### config.mk
export PLATFORM = sky130hd
export DESIGN_NAME = serial_add_ctrl_flat
export DESIGN_NICKNAME = d
export VERILOG_FILES = /design/src/rtl/serial_add_pkg.sv /design/src/rtl/serial_add_ctrl_if.sv /design/src/rtl/halfadder.sv /design/src/rtl/serial_fa_slice.sv /design/src/rtl/serial_add_ctrl.sv /design/src/flat_wrapper.sv
export SDC_FILE = /design/constraint.sdc
export NUM_CORES = 1
export LEC_CHECK = 0
export BUFFER_PORTS_ARGS = -buffer_cell sky130_fd_sc_hd__buf_4
export CAP_MARGIN = 25
export CORE_MARGIN = 3
export CORE_UTILIZATION = 56
export CTS_BUF_LIST = sky130_fd_sc_hd__clkbuf_2 sky130_fd_sc_hd__clkbuf_4 sky130_fd_sc_hd__clkbuf_8
export DETAILED_ROUTE_END_ITERATION = 8
export PLACE_DENSITY_LB_ADDON = 0.05
export SLEW_MARGIN = 25
export SYNTH_ARGS = -nofsm -noshare
export SYNTH_HDL_FRONTEND = slang
export SYNTH_SLANG_ARGS = --single-unit
### constraint.sdc
create_clock -name clk -period 1.54 [get_ports clk]
set_input_delay 0.077 -clock clk [delete_from_list [all_inputs] [get_ports clk]]
set_output_delay 0.077 -clock clk [all_outputs]
set_load 0.02 [all_outputs]
### src/rtl/serial_add_pkg.sv
// rtl/serial_add_pkg.sv - shared types and constants for the bit-serial adder
package serial_add_pkg;

    localparam int WIDTH_MAX = 32;

    typedef enum logic [1:0] {
        IDLE = 2'd0,
        RUN  = 2'd1,
        DONE = 2'd2
    } state_t;

    // Bit count needed to hold 0..width, so the counter never wraps.
    function automatic int CNT_W(input int width);
        return $clog2(width + 1);
    endfunction

endpackage

### src/rtl/serial_add_ctrl_if.sv
// rtl/serial_add_ctrl_if.sv - request/result bundle of the bit-serial adder
interface serial_add_ctrl_if #(
    parameter int WIDTH = 8
);
    logic             start;
    logic [WIDTH-1:0] a;
    logic [WIDTH-1:0] b;
    logic             busy;
    logic             done;
    logic [WIDTH-1:0] sum;
    logic             cout;

    modport master (
        output start, a, b,
        input  busy, done, sum, cout
    );

    modport slave (
        input  start, a, b,
        output busy, done, sum, cout
    );
endinterface

### src/rtl/halfadder.sv
// rtl/halfadder.sv - vector half adder, bitwise sum and carry
module halfadder #(
    parameter int WIDTH = 1
) (
    input  logic [WIDTH-1:0] a,
    input  logic [WIDTH-1:0] b,
    output logic [WIDTH-1:0] s,
    output logic [WIDTH-1:0] c
);
    assign s = a ^ b;
    assign c = a & b;
endmodule

### src/rtl/serial_fa_slice.sv
// rtl/serial_fa_slice.sv - one-bit full adder from two half adders
module serial_fa_slice (
    input  logic a,
    input  logic b,
    input  logic cin,
    output logic s,
    output logic cout
);
    logic s0;
    logic c0;
    logic c1;

    halfadder #(.WIDTH(1)) u_ha0 (
        .a (a),
        .b (b),
        .s (s0),
        .c (c0)
    );

    halfadder #(.WIDTH(1)) u_ha1 (
        .a (s0),
        .b (cin),
        .s (s),
        .c (c1)
    );

    // At most one half adder can produce a carry, so OR equals majority.
    assign cout = c0 | c1;
endmodule

### src/rtl/serial_add_ctrl.sv
// rtl/serial_add_ctrl.sv - sequences a shared full-adder slice over WIDTH cycles
module serial_add_ctrl
    import serial_add_pkg::*;
#(
    parameter int WIDTH = 8
) (
    input  logic              clk,
    input  logic              reset,
    serial_add_ctrl_if.slave  bus
);
    localparam int CW = CNT_W(WIDTH);

    generate
        if (WIDTH < 1 || WIDTH > WIDTH_MAX) begin : g_bad_width
            $error("serial_add_ctrl: WIDTH out of range");
        end
    endgenerate

    state_t           state;
    state_t           state_nxt;
    logic [WIDTH-1:0] op_a;
    logic [WIDTH-1:0] op_b;
    logic [WIDTH-1:0] sum_sr;
    logic [WIDTH-1:0] sum_sr_nxt;
    logic             carry;
    logic [CW-1:0]    count;
    logic             accept;
    logic             last_bit;
    logic             slice_s;
    logic             slice_c;

    // New operands are taken only when idle or finishing; start during RUN is dropped.
    assign accept   = bus.start && (state == IDLE || state == DONE);
    assign last_bit = (state == RUN) && (count == CW'(WIDTH - 1));

    serial_fa_slice u_slice (
        .a    (op_a[0]),
        .b    (op_b[0]),
        .cin  (carry),
        .s    (slice_s),
        .cout (slice_c)
    );

    // Shift-based insert at the MSB keeps this valid down to WIDTH=1.
    assign sum_sr_nxt = (sum_sr >> 1) | (WIDTH'(slice_s) << (WIDTH - 1));

    assign bus.busy = (state == RUN);
    assign bus.done = (state == DONE);

    // State register.
    always_ff @(posedge clk) begin
        if (!reset) begin
            state <= IDLE;
        end else begin
            state <= state_nxt;
        end
    end

    // Next-state logic.
    always_comb begin
        state_nxt = state;
        case (state)
            IDLE:    if (bus.start) state_nxt = RUN;
            RUN:     if (last_bit) state_nxt = DONE;
            DONE:    state_nxt = bus.start ? RUN : IDLE;
            default: state_nxt = IDLE;
        endcase
    end

    // Operand shifters, carry, bit counter and result registers.
    always_ff @(posedge clk) begin
        if (!reset) begin
            op_a     <= '0;
            op_b     <= '0;
            sum_sr   <= '0;
            carry    <= 1'b0;
            count    <= '0;
            bus.sum  <= '0;
            bus.cout <= 1'b0;
        end else if (accept) begin
            op_a  <= bus.a;
            op_b  <= bus.b;
            carry <= 1'b0;
            count <= '0;
        end else if (state == RUN) begin
            sum_sr <= sum_sr_nxt;
            op_a   <= op_a >> 1;
            op_b   <= op_b >> 1;
            carry  <= slice_c;
            count  <= count + 1'b1;
            if (last_bit) begin
                bus.sum  <= sum_sr_nxt;
                bus.cout <= slice_c;
            end
        end
    end
endmodule

### src/flat_wrapper.sv
// flat-port wrapper written by rule: the top's interface ports become plain ports
module serial_add_ctrl_flat import serial_add_pkg::*;
#(
    parameter int WIDTH = 8
)
  (clk, reset, bus_start, bus_a, bus_b, bus_busy, bus_done, bus_sum, bus_cout);
  serial_add_ctrl_if #(.WIDTH(WIDTH)) bus_i ();
  input  logic clk;
  input  logic reset;
  input wire logic [$bits(bus_i.start)-1:0] bus_start;
  input wire logic [$bits(bus_i.a)-1:0] bus_a;
  input wire logic [$bits(bus_i.b)-1:0] bus_b;
  output wire logic [$bits(bus_i.busy)-1:0] bus_busy;
  output wire logic [$bits(bus_i.done)-1:0] bus_done;
  output wire logic [$bits(bus_i.sum)-1:0] bus_sum;
  output wire logic [$bits(bus_i.cout)-1:0] bus_cout;
  assign bus_i.start = bus_start;
  assign bus_i.a = bus_a;
  assign bus_i.b = bus_b;
  assign bus_busy = bus_i.busy;
  assign bus_done = bus_i.done;
  assign bus_sum = bus_i.sum;
  assign bus_cout = bus_i.cout;
  serial_add_ctrl #(.WIDTH(WIDTH)) u_core (.clk(clk), .reset(reset), .bus(bus_i));
endmodule
Word level (Yosys, flattened, before mapping)
Cells that the tools add are included.
{"block": "op_classes", "add_sub_neg": 1, "bitwise": 8, "reduce_logical": 9, "eq_ne": 5, "muxes": 8}
{"operator": "$mux W8", "n": 4}
{"operator": "$or A7 B8 Y8", "n": 1}
{"operator": "$pmux W2 S3", "n": 1}
{"operator": "$add A4 B1 Y4 const B", "n": 1}
{"operator": "$eq A4 B3 Y1 const B", "n": 1}
{"operator": "$mux W2", "n": 2}
{"operator": "$reduce_and A2 Y1", "n": 2}
{"operator": "$reduce_and A3 Y1", "n": 1}
{"operator": "$and A1 B1 Y1", "n": 2}
{"operator": "$eq A2 B1 Y1 const B", "n": 1}
{"operator": "$eq A2 B2 Y1 const B", "n": 1}
{"operator": "$logic_and A1 B1 Y1", "n": 2}
{"operator": "$logic_not A2 Y1", "n": 1}
{"operator": "$ne A2 B1 Y1 const B", "n": 1}
{"operator": "$ne A2 B2 Y1 const B", "n": 1}
{"operator": "$not A1 Y1", "n": 2}
{"operator": "$reduce_bool A2 Y1", "n": 1}
{"operator": "$reduce_or A2 Y1", "n": 1}
{"operator": "$xor A1 B1 Y1", "n": 2}
{"operator": "$logic_or A1 B1 Y1", "n": 1}
{"operator": "$mux W1", "n": 1}
{"operator": "$or A1 B1 Y1", "n": 1}
{"block": "totals", "wordCells": 39, "register_bits": 40, "in_bits": 19, "output_inout_bits": 11}

Logic depth before layout (Yosys ltp)
Gate-level depths: netlist (run 1).
{"block": "depth", "ltp_word": 5, "depth_mapped": 5, "depth_no_buf": 4}

Modules after synthesis
A second synthesis (run 1) with hierarchy kept.
{"block": "unflattened", "cells_unflattened": 190, "area_unflattened_um2": 1602.8}
{"module": "serial_add_ctrl", "cells_per_inst": 187, "n_inst": 1, "area_each_um2": 1571.5, "seq_area_each_um2": 780.7}
{"module": "halfadder", "cells_per_inst": 1, "n_inst": 2, "area_each_um2": 12.5, "seq_area_each_um2": 0.0}
{"module": "serial_fa_slice", "cells_per_inst": 1, "n_inst": 1, "area_each_um2": 6.3, "seq_area_each_um2": 0.0}

Worst setup path after synthesis (run 1)
No wires, ideal clock.
{"block": "synth_path", "kind": "register to register", "startpoint": "register u_core.state[1]", "endpoint": "register u_core.op_a[1]", "setup_ns": 0.119, "t_arrival_ns": 1.056, "required_time_ns": 1.421, "stages_incl_launch_ff": 6, "period_less_slack_ns": 1.175, "path_slack_ns": 0.365, "path_cell_list": "dfxtp_1 > nand2b_1 > clkinv_1 > buf_2 > nor3_1 > nor2_1"}
{"element": "start: declaration", "line": "serial_add_ctrl.sv:19", "rtl": "state_t state;"}
{"element": "start signal: assignment", "line": "serial_add_ctrl.sv:55", "rtl": "state <= state_nxt;"}
{"element": "$eq A2 B1 Y1"}
{"element": "net bus_busy", "line": "flat_wrapper.sv:13", "rtl": "output wire logic [$bits(bus_i.busy)-1:0] bus_busy;"}
{"element": "$reduce_bool A2 Y1 (no line)"}
{"element": "end signal: assignment", "line": "serial_add_ctrl.sv:81", "rtl": "op_a <= bus.a;"}
{"element": "end signal: assignment", "line": "serial_add_ctrl.sv:87", "rtl": "op_a <= op_a >> 1;"}
{"element": "end: declaration", "line": "serial_add_ctrl.sv:21", "rtl": "logic [WIDTH-1:0] op_a;"}
The timed path passes the listed nets, and every way through them passes these cells.
A chain may end at the register's enable or synchronous reset.

Worst setup path in the final report (run 1)
{"block": "layout_path", "startpoint": "register u_core.state[0]", "endpoint": "output port bus_busy"}
{"block": "layout_via", "elab_chain_len": 1}
{"element": "$eq A2 B1 Y1", "line": "serial_add_ctrl.sv:47", "rtl": "assign bus.busy = (state == RUN);"}
{"element": "end: declaration", "line": "flat_wrapper.sv:13"}
No other way between the ends.

==> flow_summary.json, run 1 <==
{
  "vias_per_cell": 5.44,
  "grt_pass1_vias": 1246,
  "drtIter0Drc": 31,
  "avgSynthCellArea_um2": 8.68,
  "drt_wl_total_um": 3060,
  "synth-seq-cells": 39,
  "grt_use_total_pct": 19.2,
  "synthCells": 183,
  "grt_max_degree": 45,
  "cts-root-buf": "clkbuf_4",
  "synthesis.nets": 204,
  "cp_max_fo": 26,
  "ir_drop_v": 0.000825,
  "switching_share_pct": 23.7,
  "outcome": "finished, final reports clean",
  "slowest_delay_ps": 430,
  "period_share_pct": 91.1,
  "setup_tns_ps": 0,
  "pwr_density_cell_mw_per_mm2": 987,
  "numCtsBuffers": 5,
  "worst-setup-path-type": "reg -> out",
  "place_congestion": 0.747,
  "endpoint_kind": "output pin",
  "pwr-share-comb_pct": 11.4,
  "clockPowerShare_pct": 31.2,
  "clock_skew_ps": 1.68,
  "cp_cell_sequence": "nand2b_4, clkinv_1, buf_8, buf_4",
  "reg2reg_from": "u_core.count[0]",
  "place_inst": 232,
  "seq_power_share_pct": 57.3,
  "nets": 232,
  "htree_levels": 2,
  "cp-start-kind": "flip-flop",
  "clock_sinks": 39,
  "ant_nets": 0,
  "rsz0062_at_grt": "false",
  "max_slew_margin_pct": 73.5,
  "antenna_cells": 0,
  "ys_types": 28,
  "min_to": "u_core.op_a[4]",
  "yosysWarningCount": 0,
  "die_h_um": 59.2,
  "dr.pass1.iters": 4,
  "totalPowerFinal_mw": 1.88,
  "boundaryPins": 30,
  "p_int_mw": 1.44,
  "cp_slowest_cell": "dfxtp_1",
  "cts_tree": "yes",
  "dieArea_mm2": 0.00351,
  "setup_violations": 0,
  "cp.arrival_ps": 1330,
  "holdCritPathClass": "in -> reg",
  "start_util_pct": 61.3,
  "layout-drive-gt1-share_pct": 20.3,
  "die_w_um": 59.2,
  "final-max-slew-violation-count": 0,
  "fin_crit_ps": 1400,
  "power_switching_uw": 447,
  "netlist_area_mm2": 0.00159,
  "final_cells": 242,
  "holdPathStages": 3,
  "grt-ovfl-total": 0,
  "wl_per_cell_um": 12.6,
  "drcViolationCount": 0,
  "report.final.hold_viol_count": 0,
  "vias": 1316,
  "grt_pass1_wl_um": 5090,
  "dp_hpwl_um": 2100,
  "final_cell_mix": "nand2_1, dfxtp_1, buf_4, a21boi_0, mux2i_1",
  "io_buffers": 29,
  "areaGrowthSynthToFinish_pct": 20.1,
  "reg2reg_slack_ps": 150,
  "holdWs_ps": 36.4,
  "r2r_end": "u_core.bus.sum[5]",
  "cp.required_ps": 1460,
  "maxCapViolations": 0,
  "worstMarginPinSlew_ps": 398,
  "seq_area_frac_synth_pct": 49.2,
  "p_leak_nw": 0.712,
  "cts_buffer_depth": 2,
  "final_common_cell": "nand2_1",
  "cts.clk_slew.worst_paths_ps": 100,
  "clk_latency_ps": 330,
  "hp-start": "bus_a[4]",
  "reg2reg_depth": 4,
  "std_cell_rows": 18,
  "fmax_ghz": 0.713,
  "core_area_mm2": 0.00259,
  "antenna_found_initial": 0
}
[cells in the mapped netlist, drive strengths merged]
cell / number / area (um2)
clkbuf: 4 / 15.0
nand2b: 2 / 12.5
a21boi: 11 / 82.6
clkinv: 1 / 3.75
xor2: 1 / 8.76
buf: 9 / 51.3
dfxtp: 39 / 781
nand3: 5 / 25.0
and2: 1 / 6.26
fa: 1 / 20.0
or3: 1 / 6.26
a31oi: 6 / 37.5
xnor2: 1 / 8.76
nor2b: 2 / 12.5
a21oi: 5 / 28.8
a22oi: 3 / 22.5
mux2i: 9 / 90.1
nor2: 8 / 37.5
and2b: 1 / 7.51
ha: 1 / 12.5
o221ai: 5 / 43.8
nor3: 5 / 25.0
o21ai: 7 / 35.0
nand2: 53 / 199
nand3b: 2 / 15.0
[metrics by stage]
stage	cell area (um2)	utilization [%]	setup WS [ps]
2_1_floorplan	1590	-	365
3_3_place_gp	1800	69.5	180
3_5_place_dp	1800	69.5	119
4_1_cts	1900	73.3	44.8
5_1_grt	1910	73.6	27.6
6_report	1910	73.6	137
[state kept, by name (all words and copies together), names as in the netlist]
signal and count:
u_core.carry 1, u_core.bus.sum 8, u_core.op_b 8, u_core.op_a 8, u_core.state 2, u_core.bus.cout 1
u_core.sum_sr 7, u_core.count 4
[power by group through the flow]
stage	clock [mW]	sequential, mW	combinational (mW)
2_1_floorplan	0	1.09	0.146
3_3_place_gp	0	1.10	0.200
3_5_place_dp	0	1.10	0.206
4_1_cts	0.614	1.08	0.214
5_1_grt	0.661	1.08	0.239
6_report	0.588	1.08	0.215
[cell type report]
class                   count  area, um2
flip-flops and latches     39        781
clock buffers               8       72.6
fillers                   199        683
well taps                  30       37.5
repair buffers             34        268
inverters                   1       3.75
multi-input cells         130        744
[worst max path at each step]
| stage | startpoint | to | slack [ps] | depth (start not counted) |
|---|---|---|---|---|
| final | u_core.state[0] | bus_busy | 140 | 4 |
| after global routing | u_core.state[0] | bus_busy | 30 | 4 |
| after detailed placement | u_core.state[1] | u_core.op_b[0] | 120 | 5 |
| after CTS | u_core.state[1] | bus_busy | 40 | 4 |
| after floorplan | u_core.state[1] | u_core.op_a[1] | 360 | 5 |
| after global placement | u_core.state[1] | u_core.op_a[0] | 180 | 5 |
[routing by layer]
metal / vias up / part of all wire (%) / track usage (%)
met5: - / 0 / 0
met4: 0 / 1.1 / 9.06
met3: 4 / 5.2 / 6.10
met2: 32 / 48 / 31.0
met1: 603 / 46 / 22.9
li1: 677 / - / -
[kinds of logic after synthesis]
logic type	count (synthesis)	share of synthesized area, %
compound gates	37	15.8
xor+xnor	2	1.10
fa+ha+maj	2	2.05
mux	9	5.67
buf+inv	14	4.41
simple gates	80	21.8
flops	39	49.2
[worst max-delay path, delay by kind of cell, from the launching register on]
kind	cells	cell delay, ps
flops	1	430
simple gates	1	120
buf+inv	3	430
[repair_timing]
| action | in CTS | in global routing |
|---|---|---|
| pin swaps | 0 | 0 |
| setup buffers | 0 | 0 |
| endpoints found under the setup margin | 1 | 1 |
| resized for setup | 2 | 2 |
| endpoints found under the hold margin | 2 | 0 |
| hold buffers | 2 | 0 |
(Power assumes the default switching activity.)
==> run 2: changes to the inputs <==
--- a/config.mk
+++ b/config.mk
@@ -11,7 +11,7 @@
 export CORE_UTILIZATION = 56
 export CTS_BUF_LIST = sky130_fd_sc_hd__clkbuf_2 sky130_fd_sc_hd__clkbuf_4 sky130_fd_sc_hd__clkbuf_8
 export DETAILED_ROUTE_END_ITERATION = 8
-export PLACE_DENSITY_LB_ADDON = 0.05
+export PLACE_DENSITY = 0.77
 export SLEW_MARGIN = 25
 export SYNTH_ARGS = -nofsm -noshare
 export SYNTH_HDL_FRONTEND = slang
==> run 2 against run 1 <==
Net effect: routed wire length increased by 2.3%; register-to-register slack improved by 90 ps; core utilization increased by 2.3 points; via count increased by 3.9%; sequential power about the same; worst hold slack got worse by 19 ps; critical path type unchanged; highest routed layer unchanged.
==> flow_summary.json, run 2 (synthesis gave the netlist of run 1 again) <==
{
  "outcome": "finished, final reports clean",
  "clock_skew_ps": 4.10,
  "antenna_found_initial": 0,
  "drtIter0Drc": 75,
  "grt_pass1_wl_um": 5460,
  "worstMarginPinSlew_ps": 405,
  "cp_slowest_cell": "dfxtp_1",
  "p_leak_nw": 0.741,
  "io_buffers": 29,
  "layout-drive-gt1-share_pct": 21.3,
  "clk_latency_ps": 350,
  "cp.required_ps": 1460,
  "cts_buffer_depth": 2,
  "nets": 236,
  "cts.clk_slew.worst_paths_ps": 110,
  "final_cell_mix": "nand2_1, dfxtp_1, buf_4, a21boi_0, mux2i_1",
  "final_cells": 246,
  "areaGrowthSynthToFinish_pct": 23.8,
  "holdCritPathClass": "in -> reg",
  "endpoint_kind": "output pin",
  "fill_cells": 187,
  "clock_sinks": 39,
  "dp_hpwl_um": 2090,
  "worst-setup-path-type": "reg -> out",
  "place_congestion": 0.722,
  "std_cell_rows": 18,
  "wl_per_cell_um": 12.7,
  "dr.pass1.iters": 4,
  "dieArea_mm2": 0.00351,
  "core_area_mm2": 0.00259,
  "start_util_pct": 61.3,
  "final_common_cell": "nand2_1",
  "htree_levels": 2,
  "place_inst": 233,
  "ant_nets": 0,
  "setup_tns_ps": 0,
  "report.final.hold_viol_count": 0,
  "cts-root-buf": "clkbuf_4",
  "drcViolationCount": 0,
  "cp_max_fo": 26,
  "cp-start-kind": "flip-flop",
  "grt_pass1_vias": 1274,
  "ir_drop_v": 0.000881,
  "cp.arrival_ps": 1350,
  "maxCapViolations": 0,
  "cts_tree": "yes",
  "grt-ovfl-total": 0,
  "slowest_delay_ps": 360,
  "grt_max_degree": 45,
  "rsz0062_at_grt": "false",
  "numCtsBuffers": 5,
  "final-max-slew-violation-count": 0,
  "vias_per_cell": 5.56,
  "totalPowerFinal_mw": 2.02,
  "pwr_density_cell_mw_per_mm2": 1030,
  "drt_wl_total_um": 3130,
  "antenna_cells": 0,
  "reg_top3": "u_core.bus.sum: 8 flops, u_core.op_a: 8 flops, u_core.op_b: 8 flops",
  "die_h_um": 59.2,
  "setup_violations": 0,
  "boundaryPins": 30,
  "fmax_ghz": 0.703,
  "period_share_pct": 92.4,
  "cp_cell_sequence": "nand2b_2, clkinv_1, buf_12, buf_4",
  "die_w_um": 59.2,
  "cp.buffers_inverters": 3,
  "cpLargestDelayFamily": "buffers and inverters",
  "vias": 1367,
  "fin_crit_ps": 1420,
  "grt_use_total_pct": 20.7,
  "max_slew_margin_pct": 73.0
}
-- run 2: worst paths after layout --
path | start | to | depth (start not counted) | slack [ps]
min | bus_a[4] | u_core.op_a[4] | 3 | 20
min reg2reg | u_core.op_a[7] | u_core.op_a[7] | 2 | 460
max | u_core.state[1] | bus_busy | 4 | 120
max reg2reg | u_core.state[1] | u_core.count[3] | 4 | 240
-- run 2: layout make-up --
class | count | area [um2] | area share, %
Sequential cell | 39 | 781 | 39.7
Tap cell | 30 | 37.5 | 1.91
Clock inverter | 2 | 35.0 | 1.78
Inverter | 1 | 3.75 | 0.191
Multi-Input combinational cell | 130 | 739 | 37.6
Clock buffer | 6 | 51.3 | 2.61
Timing Repair Buffer | 38 | 318 | 16.2
-- run 2: repair_timing --
item                                    4_1_cts  5_1_grt
setup buffers                                 0        2
hold endpoints to repair                      2        1
resized for setup                             0        1
hold buffers                                  2        1
endpoints found under the setup margin        0        2
-- run 2: metrics by stage --
step	hold slack [ps]	util (%)	area [um2]	setup slack (ps)
after global routing	11.7	75.9	1970	37.2
after CTS	5.80	74.3	1930	3.91
after global placement	341	70.2	1820	281
final	17.1	75.9	1970	117
after floorplan	209	-	1590	365
after detailed placement	348	70.2	1820	182
-- run 2: power breakdown --
| part | switching, mW | total, mW | internal (mW) |
|---|---|---|---|
| Clock | 0.334 | 0.717 | 0.384 |
| Sequential | 0.0264 | 1.08 | 1.05 |
| Combinational | 0.120 | 0.222 | 0.102 |
-- run 2: tightest hold or removal path, delay by kind of cell --
family                 cells  cell delay [ps]
AO/OA/AOI/OAI              1               80
buffers and inverters      1               80
AND/OR/NAND/NOR            1              100
-- run 2: per-layer routing --
metal,vias to the layer above,share of wire (%),track usage [%]
met2,42,48,33.2
li1,686,-,-
met4,0,2.0,9.06
met5,-,0,0
met3,8,6.5,8.50
met1,631,44,24.0
==> run 3: changes to the inputs <==
--- a/config.mk
+++ b/config.mk
@@ -9,7 +9,7 @@
 export CAP_MARGIN = 25
 export CORE_MARGIN = 3
 export CORE_UTILIZATION = 56
-export CTS_BUF_LIST = sky130_fd_sc_hd__clkbuf_2 sky130_fd_sc_hd__clkbuf_4 sky130_fd_sc_hd__clkbuf_8
+export CTS_BUF_LIST = sky130_fd_sc_hd__clkbuf_8
 export DETAILED_ROUTE_END_ITERATION = 8
 export PLACE_DENSITY = 0.77
 export SLEW_MARGIN = 25
==> run 3 against run 2 <==
Net effect: register-to-register slack worse by 40 ps; sequential cell count unchanged; sequential power about the same; combinational power down 3%; fmax down 2.0%; cell area down 1.4%; final cell count down 2.0%; worst hold slack better by 25 ps; worst setup slack worse by 28 ps; critical path type unchanged; critical endpoint unchanged; highest routed layer unchanged.
==> flow_summary.json, run 3 (synthesis gave the netlist of run 1 again) <==
{
  "outcome": "finished, final reports clean",
  "met1_length_um": 1370,
  "ctsHoldBuffers": 0,
  "fin_crit_ps": 1450,
  "post_cts_buffers": 0,
  "hp-start": "bus_a[7]",
  "drtIter0Drc": 68,
  "crit_cells": 4,
  "totalPowerFinal_mw": 2.17,
  "report.final.hold_viol_count": 0,
  "grt_pass1_vias": 1258,
  "start_util_pct": 61.3,
  "place_area_mm2": 0.00182,
  "cts.clk_slew.worst_paths_ps": 70,
  "grt_pass1_wl_um": 5380,
  "nets": 231,
  "endpoint_kind": "output pin",
  "cp.buffers_inverters": 3,
  "vias_per_cell": 5.44,
  "numCtsBuffers": 5,
  "cpLargestDelayFamily": "buffers and inverters",
  "clock_sinks": 39,
  "htree_levels": 2,
  "cp-start-kind": "flip-flop",
  "maxCapViolations": 0,
  "antenna_cells": 0,
  "cp_slowest_cell": "dfxtp_1",
  "reg2reg_from": "u_core.state[0]",
  "r2r_end": "u_core.count[3]",
  "io_buffers": 29,
  "fill_cells": 191,
  "areaGrowthSynthToFinish_pct": 22.1,
  "place_ws_ps": 182,
  "place_congestion": 0.722,
  "cts_resized": 0,
  "holdCritPathClass": "in -> reg",
  "antenna_found_initial": 0,
  "reg2reg_slack_ps": 200,
  "dr_wl_met2_um": 1460,
  "final_cell_mix": "nand2_1, dfxtp_1, buf_4, a21boi_0, mux2i_1",
  "fmax_ghz": 0.689,
  "worst-setup-path-type": "reg -> out",
  "die_w_um": 59.2,
  "slowest_delay_ps": 350,
  "fin_area_mm2": 0.00194,
  "clk_latency_ps": 290,
  "period_share_pct": 94.2,
  "final-max-slew-violation-count": 0,
  "clock_skew_ps": 3.06,
  "cts_tree": "yes",
  "dr_wl_met3_um": 186,
  "dieArea_mm2": 0.00351,
  "final_cells": 241,
  "reg_top3": "u_core.bus.sum: 8 flops, u_core.op_a: 8 flops, u_core.op_b: 8 flops",
  "worstMarginPinSlew_ps": 414,
  "die_h_um": 59.2,
  "wl_per_cell_um": 12.7,
  "layout-drive-gt1-share_pct": 20.9,
  "holdWs_ps": 42.6,
  "grt_use_total_pct": 20.2,
  "vias": 1310,
  "core_area_mm2": 0.00259,
  "setup_tns_ps": 0,
  "cp_cell_sequence": "nand2b_1, clkinv_1, buf_12, buf_4",
  "setup_slack_ps": 88.6,
  "p_leak_nw": 0.728,
  "setup_violations": 0,
  "cts_buffer_depth": 2,
  "dp_hpwl_um": 2090,
  "cp.arrival_ps": 1370,
  "grt_max_degree": 45,
  "max_slew_margin_pct": 72.4,
  "min_to": "u_core.op_a[7]",
  "cp.required_ps": 1460,
  "routed.top_layer": "met4",
  "drcViolationCount": 0,
  "final_core_util_pct": 74.8,
  "grt-ovfl-total": 0,
  "pwr_density_cell_mw_per_mm2": 1120,
  "reg2reg_depth": 4,
  "holdPathStages": 3,
  "place_inst": 233,
  "rsz0062_at_grt": "false",
  "boundaryPins": 30,
  "cts-root-buf": "clkbuf_8",
  "final_common_cell": "nand2_1",
  "std_cell_rows": 18,
  "dr.pass1.iters": 4,
  "cp_max_fo": 26,
  "ant_nets": 0,
  "ir_drop_v": 0.00102,
  "drt_wl_total_um": 3060
}
run 3: metal layers:
| metal | vias up | GRT usage, % |
|---|---|---|
| met2 | 37 | 33.7 |
| li1 | 674 | - |
| met3 | 6 | 7.41 |
| met4 | 0 | 7.12 |
| met1 | 593 | 23.8 |
| met5 | - | 0 |
run 3: layout make-up:
type	count	area (um2)	area share, %
Sequential cell	39	782	40.3
Clock buffer	6	82.6	4.26
Timing Repair Buffer	33	260	13.4
Clock inverter	2	35.0	1.81
Multi-Input combinational cell	130	737	38.0
Inverter	1	3.75	0.194
Tap cell	30	37.5	1.94
run 3: worst max path at each step:
stage               slack, ps             from         endpoint
floorplan                 360  u_core.state[1]   u_core.op_a[1]
global placement          280  u_core.state[0]  u_core.count[3]
detailed placement        180  u_core.count[0]  u_core.bus.cout
CTS                        80  u_core.state[1]         bus_busy
global route                7  u_core.state[1]         bus_busy
finish                     90  u_core.state[1]         bus_busy
run 3: worst register-to-register path: stages (launching register included):
cell      delay, ps
dfxtp_1         400
nand2b_1        170
buf_4           210
or3_1           370
a21oi_2         130
run 3: report_power, final:
| part | switching (mW) | internal [mW] | total [mW] |
|---|---|---|---|
| Clock | 0.350 | 0.524 | 0.874 |
| Combinational | 0.118 | 0.0966 | 0.215 |
| Sequential | 0.0263 | 1.05 | 1.08 |
